$ cat config.mk
export PLATFORM = sky130hd
export DESIGN_NAME = bioz_iq_accumulator
export DESIGN_NICKNAME = d
export VERILOG_FILES = /design/src/rtl/bioz_iq_accumulator.sv
export SDC_FILE = /design/constraint.sdc
export NUM_CORES = 1
export LEC_CHECK = 0
export BUFFER_PORTS_ARGS = -buffer_cell sky130_fd_sc_hd__buf_2
export CAP_MARGIN = 10
export CORE_MARGIN = 4
export CORE_UTILIZATION = 34
export DETAILED_ROUTE_END_ITERATION = 8
export PLACE_DENSITY_LB_ADDON = 0.2
export SLEW_MARGIN = 20
export SYNTH_ARGS = -nofsm -noshare
export SYNTH_HDL_FRONTEND = slang
export SYNTH_SLANG_ARGS = --single-unit
export TNS_END_PERCENT = 100
$ cat constraint.sdc
create_clock -name Clk -period 5.2 [get_ports Clk]
set_input_delay 1.04 -clock Clk [delete_from_list [all_inputs] [get_ports Clk]]
set_output_delay 1.04 -clock Clk [all_outputs]
set_load 0.02 [all_outputs]
$ cat src/rtl/bioz_iq_accumulator.sv
// BioZ I/Q demodulation accumulator: multiplies synchronized ADC samples by the
// +/-1 IP/QP references and sums them over a programmable number of IP periods.
module bioz_iq_accumulator #(
    parameter int DW = 12,
    parameter int AW = 24,
    parameter int PW = 8
) (
    input  logic          Clk,
    input  logic          Resetn,
    input  logic          Enable,
    input  logic [DW-1:0] SampleIn,
    input  logic          SampleValid,
    input  logic          IP,
    input  logic          QP,
    input  logic [PW-1:0] NumPeriods,
    output logic [AW-1:0] ISum,
    output logic [AW-1:0] QSum,
    output logic          ResultValid,
    input  logic          ResultReady,
    output logic          Saturated,
    output logic          Overrun,
    output logic          Busy,
    output logic [1:0]    DbgState
);

    // Result port handshake: a frame transfers on any cycle where ResultValid
    // and ResultReady are both 1; ISum/QSum/Saturated never change while
    // ResultValid is 1 unless that same cycle is a transfer.

    typedef enum logic [1:0] {
        S_IDLE = 2'd0,
        S_ARM  = 2'd1,
        S_ACC  = 2'd2
    } state_t;

    localparam logic signed [AW-1:0] ACC_MAX = {1'b0, {(AW-1){1'b1}}};
    localparam logic signed [AW-1:0] ACC_MIN = {1'b1, {(AW-1){1'b0}}};

    state_t               state_q;
    logic                 ip1_q, ip2_q, ip3_q;
    logic                 qp1_q, qp2_q;
    logic                 sv1_q, sv2_q;
    logic signed [DW-1:0] smp1_q, smp2_q;
    logic signed [AW-1:0] i_acc_q, q_acc_q;
    logic signed [AW-1:0] isum_q, qsum_q;
    logic                 sat_q, rvalid_q, rsat_q, overrun_q;
    logic [PW-1:0]        pcnt_q, nper_q;

    logic signed [AW-1:0] x_ext, i_term, q_term, i_acc_d, q_acc_d;
    logic signed [AW:0]   i_wide, q_wide;
    logic                 ip_rise, i_ovf, q_ovf, frame_end, load_out;
    logic [PW-1:0]        nper_in;

    // Samples ride the same two stages as IP/QP so they stay phase-aligned.
    always_ff @(posedge Clk or negedge Resetn) begin
        if (!Resetn) begin
            ip1_q  <= 1'b0;
            ip2_q  <= 1'b0;
            ip3_q  <= 1'b0;
            qp1_q  <= 1'b0;
            qp2_q  <= 1'b0;
            sv1_q  <= 1'b0;
            sv2_q  <= 1'b0;
            smp1_q <= '0;
            smp2_q <= '0;
        end else begin
            ip1_q  <= IP;
            ip2_q  <= ip1_q;
            ip3_q  <= ip2_q;
            qp1_q  <= QP;
            qp2_q  <= qp1_q;
            sv1_q  <= SampleValid;
            sv2_q  <= sv1_q;
            smp1_q <= SampleIn;
            smp2_q <= smp1_q;
        end
    end

    assign ip_rise = ip2_q & ~ip3_q;
    assign x_ext   = {{(AW-DW){smp2_q[DW-1]}}, smp2_q};
    assign i_term  = !sv2_q ? '0 : (ip2_q ? x_ext : -x_ext);
    assign q_term  = !sv2_q ? '0 : (qp2_q ? x_ext : -x_ext);

    // One guard bit detects overflow; the sign of the wide sum picks the rail.
    assign i_wide  = {i_acc_q[AW-1], i_acc_q} + {i_term[AW-1], i_term};
    assign q_wide  = {q_acc_q[AW-1], q_acc_q} + {q_term[AW-1], q_term};
    assign i_ovf   = i_wide[AW] ^ i_wide[AW-1];
    assign q_ovf   = q_wide[AW] ^ q_wide[AW-1];
    assign i_acc_d = i_ovf ? (i_wide[AW] ? ACC_MIN : ACC_MAX) : i_wide[AW-1:0];
    assign q_acc_d = q_ovf ? (q_wide[AW] ? ACC_MIN : ACC_MAX) : q_wide[AW-1:0];

    assign nper_in   = (NumPeriods == '0) ? PW'(1) : NumPeriods;
    assign frame_end = (state_q == S_ACC) && Enable && ip_rise &&
                       ((pcnt_q + PW'(1)) == nper_q);
    assign load_out  = frame_end && (!rvalid_q || ResultReady);

    always_ff @(posedge Clk or negedge Resetn) begin
        if (!Resetn) begin
            state_q   <= S_IDLE;
            i_acc_q   <= '0;
            q_acc_q   <= '0;
            sat_q     <= 1'b0;
            pcnt_q    <= '0;
            nper_q    <= PW'(1);
            isum_q    <= '0;
            qsum_q    <= '0;
            rsat_q    <= 1'b0;
            rvalid_q  <= 1'b0;
            overrun_q <= 1'b0;
        end else begin
            if (load_out) begin
                isum_q   <= i_acc_q;
                qsum_q   <= q_acc_q;
                rsat_q   <= sat_q;
                rvalid_q <= 1'b1;
            end else begin
                if (frame_end) overrun_q <= 1'b1;
                if (ResultReady) rvalid_q <= 1'b0;
            end
            if (state_q == S_IDLE && !Enable) overrun_q <= 1'b0;

            case (state_q)
                S_IDLE: begin
                    i_acc_q <= '0;
                    q_acc_q <= '0;
                    sat_q   <= 1'b0;
                    pcnt_q  <= '0;
                    if (Enable) state_q <= S_ARM;
                end
                S_ARM: begin
                    if (!Enable) begin
                        state_q <= S_IDLE;
                    end else if (ip_rise) begin
                        state_q <= S_ACC;
                        nper_q  <= nper_in;
                        pcnt_q  <= '0;
                        i_acc_q <= i_term;
                        q_acc_q <= q_term;
                        sat_q   <= 1'b0;
                    end
                end
                S_ACC: begin
                    if (!Enable) begin
                        state_q <= S_IDLE;
                    end else if (frame_end) begin
                        // Edge-cycle sample opens the next frame, no gap.
                        nper_q  <= nper_in;
                        pcnt_q  <= '0;
                        i_acc_q <= i_term;
                        q_acc_q <= q_term;
                        sat_q   <= 1'b0;
                    end else begin
                        i_acc_q <= i_acc_d;
                        q_acc_q <= q_acc_d;
                        sat_q   <= sat_q | i_ovf | q_ovf;
                        if (ip_rise) pcnt_q <= pcnt_q + PW'(1);
                    end
                end
                default: state_q <= S_IDLE;
            endcase
        end
    end

    assign ISum        = isum_q;
    assign QSum        = qsum_q;
    assign ResultValid = rvalid_q;
    assign Saturated   = rsat_q;
    assign Overrun     = overrun_q;
    assign Busy        = (state_q == S_ARM) || (state_q == S_ACC);
    assign DbgState    = state_q;

endmodule

Word-level counts from Yosys, hierarchy flattened
Cells that the tools add are included.
{ "word_totals": {"reg_bits": 149, "output_inout_bits": 54, "word_cells": 107} }
{ "classes": {"n_addsub": 4, "n_eq_ne": 12, "muxes": 45, "bitwise_logic": 6, "n_reduce_logical": 20} }
{ "op_table": {"columns": ["op", "n"], "rows": [
  ["$mux 24", 16],
  ["$pmux 24 s3", 2],
  ["$mux 8", 10],
  ["$add 24x24->25", 2],
  ["$neg 24->24", 1],
  ["$pmux 8 s3", 1],
  ["$pmux 8 s2", 1],
  ["$ne 2x2->1 const B", 6],
  ["$reduce_and 5->1", 2],
  ["$mux 1", 9],
  ["$add 8x1->8 const B", 1],
  ["$eq 8x8->1", 1],
  ["$logic_not 8->1", 1],
  ["$mux 2", 4],
  ["$ne 3x3->1 const B", 2],
  ["$pmux 2 s3", 1],
  ["$reduce_bool 2->1", 3],
  ["$logic_and 1x1->1", 5],
  ["$reduce_and 4->1", 1],
  ["$pmux 1 s3", 1],
  ["$reduce_and 3->1", 1],
  ["$reduce_bool 3->1", 1],
  ["$eq 2x1->1 const B", 1],
  ["$eq 2x2->1 const B", 1],
  ["other kinds (9)", 13]
]} }

Logic depth before layout (Yosys ltp)
Gate-level depths: netlist of run 1.
{ "logic_depth": {"word_depth": 10, "mapped_depth": 19, "depth_no_buf": 17} }

Least setup slack after synthesis of run 1
OpenSTA, ideal clock, no wires.
{ "synth_timing": {"kind": "register -> register", "start": "reg smp2_q[1]", "end": "reg q_acc_q[13]", "arrival_ns": 4.199, "t_required_ns": 5.075, "slack_ns": 0.876, "path_stages_with_launch": 18, "path_buffers": 0, "path_cell_list": "dfrtp_1 > inv_1 > ha_1 > nor3b_1 > or3b_1 > or3_4 > o21ai_2 > a21boi_0 > ha_1 > a21o_1 > a211o_1 > a211o_1 > o21a_1 > or2_4 > mux2_4 > and2_4 > o21ai_2 > o21ai_1"} }
{ "synth_via": {"elab_chain_cells": 9} }
{ "synth_rtl": {"columns": ["element", "line_no", "text"], "rows": [
  ["start: declaration", "43", "logic signed [DW-1:0] smp1_q, smp2_q;"],
  ["start signal: assignment", "75", "smp2_q <= smp1_q;"],
  ["$neg 24->24", "82", "assign q_term = !sv2_q ? '0 : (qp2_q ? x_ext : -x_ext);"],
  ["$mux 24 * (2 in a row)", "82", null],
  ["$add 24x24->25", "86", "assign q_wide = {q_acc_q[AW-1], q_acc_q} + {q_term[AW-1], q_term};"],
  ["$mux 24 / $xor 1x1->1 (equally long branches)", "90, 88", null],
  ["$mux 24", "90", "assign q_acc_d = q_ovf ? (q_wide[AW] ? ACC_MIN : ACC_MAX) : q_wide[AW-1:0];"],
  ["$mux 24", "145", "end else if (frame_end) begin"],
  ["$mux 24", "143", "if (!Enable) begin"],
  ["$pmux 24 s3 *", "122", "case (state_q)"],
  ["end signal: assignment", "138", "q_acc_q <= q_term;"],
  ["end signal: assignment", "150", "q_acc_q <= q_term;"],
  ["end signal: assignment", "154", "q_acc_q <= q_acc_d;"],
  ["end: declaration", "44", "logic signed [AW-1:0] i_acc_q, q_acc_q;"]
]} }
Mark *: on every way between the ends. The rest lies on a longest branch, timed or not. The select of a mux whose other input is x is not followed.
A chain may end at the register's enable or synchronous reset.

Worst setup path in the final report of run 1
{ "layout_timing": {"start": "reg smp2_q[1]", "end": "reg q_acc_q[17]"} }
The elaborated chain is that of the path after synthesis.

==> metrics.csv, run 1 <==
stage,metric,value,unit
floorplan,Starting Density,0.347,
global_route,number of global-route vias before repair,7927,
sta,number of setup violations in the final report,0,
job,Max Cap Viol,0,
clock_tree,root buffer cell,clkbuf_16,
synthesis,post-synthesis net count,1114,
routing,initial DRC count,686,
clock_tree,CTS Hold Bufs,0,
global_route,first-pass GRT wire length,43400,um
sta,Clock Skew,0.0178,ns
pwr,Lkg Pwr,5.23,nW
critical_path,r2r endpoint,q_acc_q[17],
min_path,Worst Hold End,smp2_q[11],
clock_tree,CTS tree,built,
sta,Setup TNS,0,ns
synthesis,Yosys top cell area share,0.381,
synthesis,post-synthesis cell count,1026,
sta,max-slew violations,0,
pwr,Power Density,361,nW/um^2
critical_path,Setup Crit Path Kind,register to register,
routing,Vias/cell,5.37,
floorplan,placement row count,61,
min_path,hold depth,0,
sta,Tmin final,4.92,ns
floorplan,Die Span X,177,um
sta,Slew Limit Headroom,0.279,
clock_tree,total CTS buffers,17,
clock_tree,worst skew pair latency,0.44,ns
floorplan,Ports,81,
global_route,global-route usage over all layers,0.175,
final_layout,FILL cells,2814,
synthesis,Syn Std Cell Area,9710,sq um
place,IO buf count,80,
synthesis,Seq cells post-synth,149,
synthesis,yosys warns,0,
final_layout,nets,1185,
critical_path,startpoint type of the worst setup path,register,
min_path,Hold WC Path Type,register to register,
routing,vias post-DR,7984,
pwr,peak supply drop,0.216,mV
synthesis,"area leader, netlist",dfrtp_1,
final_layout,Area Overhead vs Synth,14.3,%
min_path,hold path startpoint,smp1_q[11],
sta,Final Hold Vio Count,0,
routing,Routed Antenna Nets,0,
critical_path,CP endpoint kind,register,
critical_path,crit path DAT,5.23,ns
sta,"Period Utilization, post-route",0.946,
critical_path,"Req. time, crit path",5.51,ns
place,Final HPWL DP,19900,um
synthesis,synth cell count leaders,"148 x dfrtp_1, 89 x nor2_1, 78 x a21oi_1",
floorplan,die area,31300,sq um
synthesis,synth unique cells,83,
synthesis,post-synthesis area per instance,9.46,sq um
critical_path,Reg2Reg Setup Slack,0.28,ns
global_route,GR Overflow Total,0,
routing,routed len/inst,18.0,um
global_route,antenna violations before repair,0,
routing,DRC errors left,0,
final_layout,number of diodes,0,
synthesis,sequential-to-total area share from yosys stat,0.384,
synthesis,Post-synth EDFFs,0,
place,gpl congestion,0.903,
clock_tree,Sink Count,149,
sta,Worst-Margin Slew,1.08,ns
critical_path,worst r2r path cells,17,
clock_tree,H-tree level count,4,
synthesis,Async SR Flop Fraction,1.00,
clock_tree,postcts setup bufs,0,
routing,DR pass1 iterations,5,
routing,"wirelength, routed",26800,um
synthesis,Synth Flop Type,dfrtp_1,
critical_path,largest fanout on the critical path,7,
sta,f_max,203,MHz
final_layout,layout cells sized above 1,0.196,
synthesis,synth top area cells,"dfrtp_1 38%, ha_1 7.6%, mux2_2 6.7%, a21oi_1 4.0%, o21ai_0 3.9%",
run_status,status,"complete, no violations",
critical_path,reg2reg start,smp2_q[1],
clock_tree,CTS max path bufs,2,
global_route,largest net degree at the start of global routing,82,
final_layout,final core utilization,0.396,
clock_tree,clock transition at the registers of the reported paths,0.07,ns
floorplan,core area,28000,sq um
synthesis,most frequent cell after synthesis,dfrtp_1,
floorplan,Die H,177,um
[state kept, by name, summed over array words and instances, names as in the netlist, 8 cells and up]
| signal | cells |
|---|---|
| ISum | 24 |
| nper_q | 8 |
| i_acc_q | 24 |
| smp2_q | 12 |
| pcnt_q | 8 |
| q_acc_q | 24 |
| smp1_q | 12 |
| QSum | 24 |
[metrics by stage]
step	instance area, sq um	power, mW	cells	hold WS (ns)	worst slack (ns)
final	11100	4.01	1488	0.348	0.281
after floorplan	9710	2.36	1026	0.331	0.876
after global routing	11100	4.26	1488	0.354	-0.0172
after detailed placement	10500	2.77	1456	0.335	0.271
after CTS	11100	4.04	1488	0.347	0.221
after global placement	10500	2.77	1456	0.332	0.308
[placed cells by master, fill, tap and decap left out, types with 5 or more instances in the layout]
cell / Yosys / layout
a211oi_1: 12 / 12
a21boi_0: 35 / 35
a21o_1: 17 / 17
a21oi_1: 78 / 78
a221o_1: 6 / 6
a22oi_1: 7 / 7
a31oi_1: 5 / 5
and2_1: 9 / 9
and3_1: 7 / 7
buf_2: 9 / 79
buf_4: 8 / 13
clkbuf_16: 0 / 17
dfrtp_1: 148 / 148
ha_1: 59 / 59
inv_1: 31 / 31
mux2_2: 58 / 58
nand2_1: 64 / 64
nand2b_1: 12 / 12
nand3_1: 15 / 15
nand4_1: 5 / 5
nor2_1: 89 / 89
nor2b_1: 18 / 18
nor3_1: 16 / 15
nor3b_1: 6 / 5
o211ai_1: 13 / 13
o21a_1: 10 / 10
o21ai_0: 75 / 75
o21ai_1: 16 / 16
o22ai_1: 7 / 7
o31ai_1: 6 / 6
or3_1: 18 / 18
xnor2_1: 35 / 35
xor2_1: 22 / 22
[layout make-up]
class | instances | area [sq um] | area share
repair buffers | 94 | 524 | 0.0472
multi-input cells | 804 | 5670 | 0.511
well taps | 378 | 473 | 0.0426
inverters | 31 | 116 | 0.0105
flip-flops and latches | 149 | 3730 | 0.336
clock buffers | 18 | 439 | 0.0396
clock inverters | 14 | 141 | 0.0127
[metal layers]
layer,vias up,GRT usage,routed length (um)
li1,3908,-,-
met1,3820,0.263,13500
met2,233,0.258,11400
met3,23,0.0348,1530
met4,0,0.0435,341
met5,-,0,0
[kinds of logic after synthesis]
family          after synthesis  share of synthesized area
xor+xnor                     57                     0.0514
buf+inv                      73                     0.0341
fa+ha+maj                    61                     0.0802
mux                          60                     0.0698
compound gates              336                      0.227
flops                       149                      0.384
simple gates                290                      0.153
[what timing repair did]
item | 4_1_cts | 5_1_grt
endpoints found under the setup margin | 0 | 32
gates resized for setup | 0 | 3
hold endpoints to repair | 0 | 0
[power breakdown]
group | internal, mW | switching (mW)
registers | 1.29 | 0.151
clock network | 0.687 | 0.554
logic | 0.480 | 0.847
[worst max-delay path, stage by stage, from the launching register on]
cell      delay, ns
dfrtp_1        0.41
inv_1          0.07
ha_1           0.22
nor3b_2        0.29
or3b_1         0.42
or3_4          0.37
o21ai_2        0.32
a21boi_0       0.15
ha_1           0.38
a21o_1         0.22
a211o_1        0.28
a211o_1        0.28
o21a_1         0.20
or2_4          0.25
mux2_4         0.35
and2_4         0.20
o21ai_2        0.26
o21ai_1        0.12
[worst max path at each step]
stage | from | endpoint | slack [ns] | cells after the start
finish | smp2_q[1] | q_acc_q[17] | 0.28 | 17
detailed placement | smp2_q[1] | q_acc_q[17] | 0.27 | 17
global placement | smp2_q[1] | q_acc_q[14] | 0.31 | 17
CTS | smp2_q[1] | q_acc_q[17] | 0.22 | 17
global route | smp2_q[1] | q_acc_q[15] | -0.02 | 17
floorplan | smp2_q[1] | q_acc_q[13] | 0.88 | 17
Note: power is estimated with default switching activity, not from simulation.
==> run 2, diff against run 1 <==
--- a/config.mk
+++ b/config.mk
@@ -5,11 +5,11 @@
 export SDC_FILE = /design/constraint.sdc
 export NUM_CORES = 1
 export LEC_CHECK = 0
-export BUFFER_PORTS_ARGS = -buffer_cell sky130_fd_sc_hd__buf_2
 export CAP_MARGIN = 10
 export CORE_MARGIN = 4
 export CORE_UTILIZATION = 34
 export DETAILED_ROUTE_END_ITERATION = 8
+export DONT_BUFFER_PORTS = 1
 export PLACE_DENSITY_LB_ADDON = 0.2
 export SLEW_MARGIN = 20
 export SYNTH_ARGS = -nofsm -noshare
==> metrics.csv, run 2 (synthesis gave the netlist of run 1 again) <==
stage,metric,value,unit
run_status,status,"complete, no violations",
critical_path,Setup Crit Path Kind,register to register,
pwr,Lkg Pwr,4.82,nW
global_route,antenna violations before repair,0,
critical_path,CP endpoint kind,register,
pwr,P_sw,1.53,mW
routing,Vias/cell,5.48,
clock_tree,postcts setup bufs,0,
final_layout,"most common cell after layout, fill and taps aside",dfrtp_1,
final_layout,Area Overhead vs Synth,10.0,%
sta,unrepaired setup endpoints after global routing,false,
clock_tree,CTS max path bufs,2,
final_layout,FILL cells,2824,
pwr,Power Density,378,nW/um^2
critical_path,Reg2Reg Setup Slack,0.41,ns
clock_tree,clock transition at the registers of the reported paths,0.08,ns
sta,max-slew violations,0,
min_path,Hold WC Path Type,primary input to async pin,
floorplan,Die Span X,177,um
critical_path,reg2reg start,smp2_q[0],
final_layout,final core utilization,0.381,
critical_path,worst r2r path cells,17,
pwr,Comb power frac,0.312,
floorplan,placement row count,61,
sta,number of setup violations in the final report,0,
pwr,internal cell power,2.51,mW
floorplan,Ports,81,
critical_path,startpoint type of the worst setup path,register,
global_route,number of global-route vias before repair,7630,
clock_tree,H-tree level count,4,
final_layout,nets,1102,
critical_path,crit path DAT,5.09,ns
sta,Worst-Margin Slew,0.957,ns
routing,DR pass1 iterations,5,
sta,Final Hold Vio Count,0,
global_route,first-pass GRT wire length,43200,um
clock_tree,root buffer cell,clkbuf_16,
floorplan,core area,28000,sq um
final_layout,layout cells sized above 1,0.130,
sta,"Period Utilization, post-route",0.921,
sta,f_max,209,MHz
global_route,largest net degree at the start of global routing,150,
floorplan,die area,31300,sq um
place,Final HPWL DP,19500,um
routing,Routed Antenna Nets,0,
routing,"wirelength, routed",26600,um
final_layout,cell area after layout,10700,sq um
place,gpl congestion,0.934,
floorplan,Starting Density,0.347,
final_layout,number of diodes,0,
place,IO buf count,0,
critical_path,"Req. time, crit path",5.50,ns
clock_tree,Sink Count,149,
clock_tree,worst skew pair latency,0.43,ns
sta,Tmin final,4.79,ns
global_route,GR Overflow Total,0,
clock_tree,CTS tree,built,
sta,Setup TNS,0,ns
pwr,clock network power share,0.328,
routing,vias post-DR,7699,
job,Max Cap Viol,0,
sta,Clock Skew,0.0132,ns
clock_tree,total CTS buffers,17,
pwr,sw frac,0.379,
critical_path,largest fanout on the critical path,7,
place,DP Area,10100,sq um
clock_tree,CTS Hold Bufs,0,
pwr,sequential fraction of design power,0.360,
final_layout,"commonest non-fill, non-tap cells in the layout","148 x dfrtp_1, 89 x nor2_1, 78 x a21oi_1, 75 x o21ai_0, 64 x nand2_1",
pwr,peak supply drop,0.199,mV
routing,initial DRC count,555,
floorplan,Die H,177,um
critical_path,r2r endpoint,q_acc_q[19],
global_route,global-route usage over all layers,0.174,
routing,routed len/inst,19.0,um
sta,Slew Limit Headroom,0.357,
routing,DRC errors left,0,
[run 2: stage by stage]
stage	hold WS (ns)	setup WS (ns)	power, mW	instances
global placement	0.336	0.433	2.72	1373
floorplan	0.331	0.876	2.36	1026
CTS	0.271	0.318	4.07	1405
detailed placement	0.335	0.360	2.72	1373
finish	0.298	0.411	4.04	1405
global route	0.275	0.0103	4.28	1405
[run 2: layer usage]
metal / wire length (um) / up-vias / GRT usage
li1: - / 3738 / -
met1: 13100 / 3695 / 0.252
met2: 11300 / 231 / 0.259
met3: 1660 / 35 / 0.0350
met4: 568 / 0 / 0.0577
met5: 0 / - / 0
[run 2: cell type report]
cell class | count | area, sq um | area share
inverters | 31 | 116 | 0.0109
flip-flops and latches | 149 | 3730 | 0.349
multi-input cells | 804 | 5660 | 0.530
repair buffers | 11 | 82.6 | 0.00773
clock buffers | 19 | 453 | 0.0424
well taps | 378 | 473 | 0.0443
clock inverters | 13 | 163 | 0.0152
[run 2: power groups by stage]
stage                     clock, mW  sequential (mW)  combinational (mW)
final                          1.33             1.45                1.26
after global routing           1.40             1.47                1.40
after CTS                      1.37             1.45                1.25
after detailed placement          0             1.47                1.25
after global placement            0             1.47                1.25
after floorplan                   0             1.41               0.957
[run 2: critical path: stages (launching register included)]
cell and delay [ns]:
dfrtp_1 0.40, inv_1 0.07, ha_1 0.22, nor3b_2 0.28
or3b_1 0.40, or3_4 0.37, o21ai_2 0.25, a21boi_0 0.15
ha_1 0.38, a21o_1 0.21, a211o_1 0.27, a211o_1 0.27
o21a_1 0.19, or2_4 0.25, mux2_4 0.35, and2_4 0.20
o21ai_2 0.27, o21ai_1 0.12
[run 2: repair_timing]
item                                    CTS  global route
endpoints found under the setup margin    0            35
hold endpoints to repair                  0             0
gates resized for setup                   0             2
[run 2: worst max-delay path by stage]
| stage | cells past startpoint | start | slack (ns) | end |
|---|---|---|---|---|
| floorplan | 17 | smp2_q[1] | 0.88 | q_acc_q[13] |
| global placement | 17 | smp2_q[1] | 0.43 | q_acc_q[14] |
| detailed placement | 17 | smp2_q[1] | 0.36 | q_acc_q[12] |
| CTS | 17 | smp2_q[1] | 0.32 | q_acc_q[12] |
| global route | 17 | smp2_q[1] | 0.01 | i_acc_q[15] |
| finish | 17 | smp2_q[0] | 0.41 | q_acc_q[19] |
==> run 3, diff against run 2 <==
--- a/config.mk
+++ b/config.mk
@@ -6,6 +6,7 @@
 export NUM_CORES = 1
 export LEC_CHECK = 0
 export CAP_MARGIN = 10
+export CORE_ASPECT_RATIO = 0.9
 export CORE_MARGIN = 4
 export CORE_UTILIZATION = 34
 export DETAILED_ROUTE_END_ITERATION = 8
==> metrics.csv, run 3 (synthesis gave the netlist of run 1 again) <==
stage,metric,value,unit
sta,f_max,206,MHz
critical_path,CP endpoint kind,register,
floorplan,die area,31300,sq um
routing,initial DRC count,481,
final_layout,Area Overhead vs Synth,9.92,%
critical_path,cell family with most CP delay,compound AO/OA/AOI/OAI gates,
critical_path,crit path DAT,5.17,ns
sta,Final Hold Vio Count,0,
job,Max Cap Viol,0,
clock_tree,CTS max path bufs,2,
final_layout,number of diodes,0,
place,IO buf count,0,
clock_tree,root buffer cell,clkbuf_16,
sta,number of setup violations in the final report,0,
critical_path,critical-path cell list,"inv_1, ha_1, nor3b_2, or3b_1, or3_4, o21ai_2, a21boi_0, ha_1, a21o_1, a211o_1, a211o_1, o21a_1, or2_4, mux2_4, and2_4, o21ai_4, o21ai_1",
place,pre-CTS setup slack,0.232,ns
critical_path,worst r2r path cells,17,
routing,"wirelength, routed",26800,um
critical_path,CP max stage cell,dfrtp_1,
routing,DRC errors left,0,
global_route,GR Overflow Total,0,
final_layout,"commonest non-fill, non-tap cells in the layout","148 x dfrtp_1, 89 x nor2_1, 78 x a21oi_1, 74 x o21ai_0, 64 x nand2_1",
sta,Worst-Margin Slew,0.933,ns
critical_path,r2r endpoint,q_acc_q[16],
sta,Fin Hold WS,0.302,ns
routing,DR pass1 iterations,5,
global_route,number of global-route vias before repair,7496,
clock_tree,H-tree level count,4,
clock_tree,worst skew pair latency,0.43,ns
critical_path,max incr delay on CP,0.41,ns
pwr,Lkg Pwr,4.82,nW
critical_path,Setup Crit Path Kind,register to register,
floorplan,Ports,81,
final_layout,"most common cell after layout, fill and taps aside",dfrtp_1,
floorplan,Die H,168,um
clock_tree,postcts setup bufs,0,
global_route,antenna violations before repair,0,
clock_tree,Sink Count,149,
sta,"Period Utilization, post-route",0.936,
critical_path,CP Capture Point,q_acc_q[16],
floorplan,core area,28000,sq um
sta,Final WS setup,0.334,ns
pwr,Power Density,380,nW/um^2
clock_tree,clock transition at the registers of the reported paths,0.07,ns
sta,max-slew violations,0,
critical_path,"Req. time, crit path",5.51,ns
critical_path,CP Buf/Inv Count,1,
sta,Slew Limit Headroom,0.373,
sta,unrepaired setup endpoints after global routing,false,
clock_tree,CTS tree,built,
final_layout,nets,1103,
critical_path,reg2reg start,smp2_q[0],
sta,Setup TNS,0,ns
run_status,status,"complete, no violations",
clock_tree,total CTS buffers,17,
sta,Tmin final,4.87,ns
min_path,Hold WC Path Type,primary input to async pin,
final_layout,layout cells sized above 1,0.131,
critical_path,stages on the worst setup path,17,
global_route,largest net degree at the start of global routing,150,
sta,Clock Skew,0.0112,ns
critical_path,startpoint type of the worst setup path,register,
global_route,global-route usage over all layers,0.175,
critical_path,largest fanout on the critical path,7,
floorplan,Die Span X,186,um
pwr,peak supply drop,0.197,mV
routing,vias post-DR,7664,
routing,Vias/cell,5.52,
global_route,first-pass GRT wire length,43600,um
floorplan,Starting Density,0.347,
floorplan,placement row count,58,
final_layout,FILL cells,2833,
critical_path,Reg2Reg Setup Slack,0.33,ns
routing,Routed Antenna Nets,0,
routing,routed len/inst,19.3,um
place,Final HPWL DP,19800,um
pwr,Total Power,4.06,mW
place,gpl congestion,0.887,
critical_path,Setup crit start,smp2_q[0],
## run 3: worst register-to-register path: stages (launching register included)
cell and delay, ns:
dfrtp_1 0.41, inv_1 0.07, ha_1 0.22, nor3b_2 0.27, or3b_1 0.41, or3_4 0.36
o21ai_2 0.27, a21boi_0 0.16, ha_1 0.38, a21o_1 0.23, a211o_1 0.29, a211o_1 0.28
o21a_1 0.20, or2_4 0.25, mux2_4 0.36, and2_4 0.21, o21ai_4 0.27, o21ai_1 0.12
## run 3: per-layer routing
layer,global-route usage,wire [um]
met5,0,0
met1,0.275,13800
met2,0.246,11200
met3,0.0374,1640
met4,0.0371,210
## run 3: metrics by stage
stage,utilization,cell area (sq um),instances
global route,0.381,10700,1388
CTS,0.381,10700,1388
finish,0.381,10700,1388
global placement,0.358,10000,1356
detailed placement,0.358,10000,1356
floorplan,-,9710,1026
## run 3: cell type report
cell class	count	area [sq um]	share of cell area
clock inverters	14	188	0.0176
clock buffers	18	439	0.0411
inverters	31	116	0.0109
flip-flops and latches	149	3730	0.349
repair buffers	12	90.1	0.00844
well taps	360	450	0.0422
multi-input cells	804	5660	0.530
## run 3: how the worst min path moves through the flow
stage               startpoint         end  cells after the start
floorplan                ip1_q       ip2_q                      0
global placement    smp1_q[10]  smp2_q[10]                      0
detailed placement       ip1_q       ip2_q                      0
CTS                     Resetn    ISum[17]                      0
global route            Resetn    ISum[17]                      0
finish                  Resetn    ISum[17]                      0
## run 3: power breakdown
part / internal, mW / total (mW) / switching, mW
logic: 0.466 / 1.27 / 0.803
clock network: 0.783 / 1.34 / 0.557
registers: 1.29 / 1.45 / 0.161
## run 3: repair_timing
item / 4_1_cts / 5_1_grt
setup endpoints to repair: 0 / 29
resized for setup: 0 / 3
hold buffers: 0 / 0
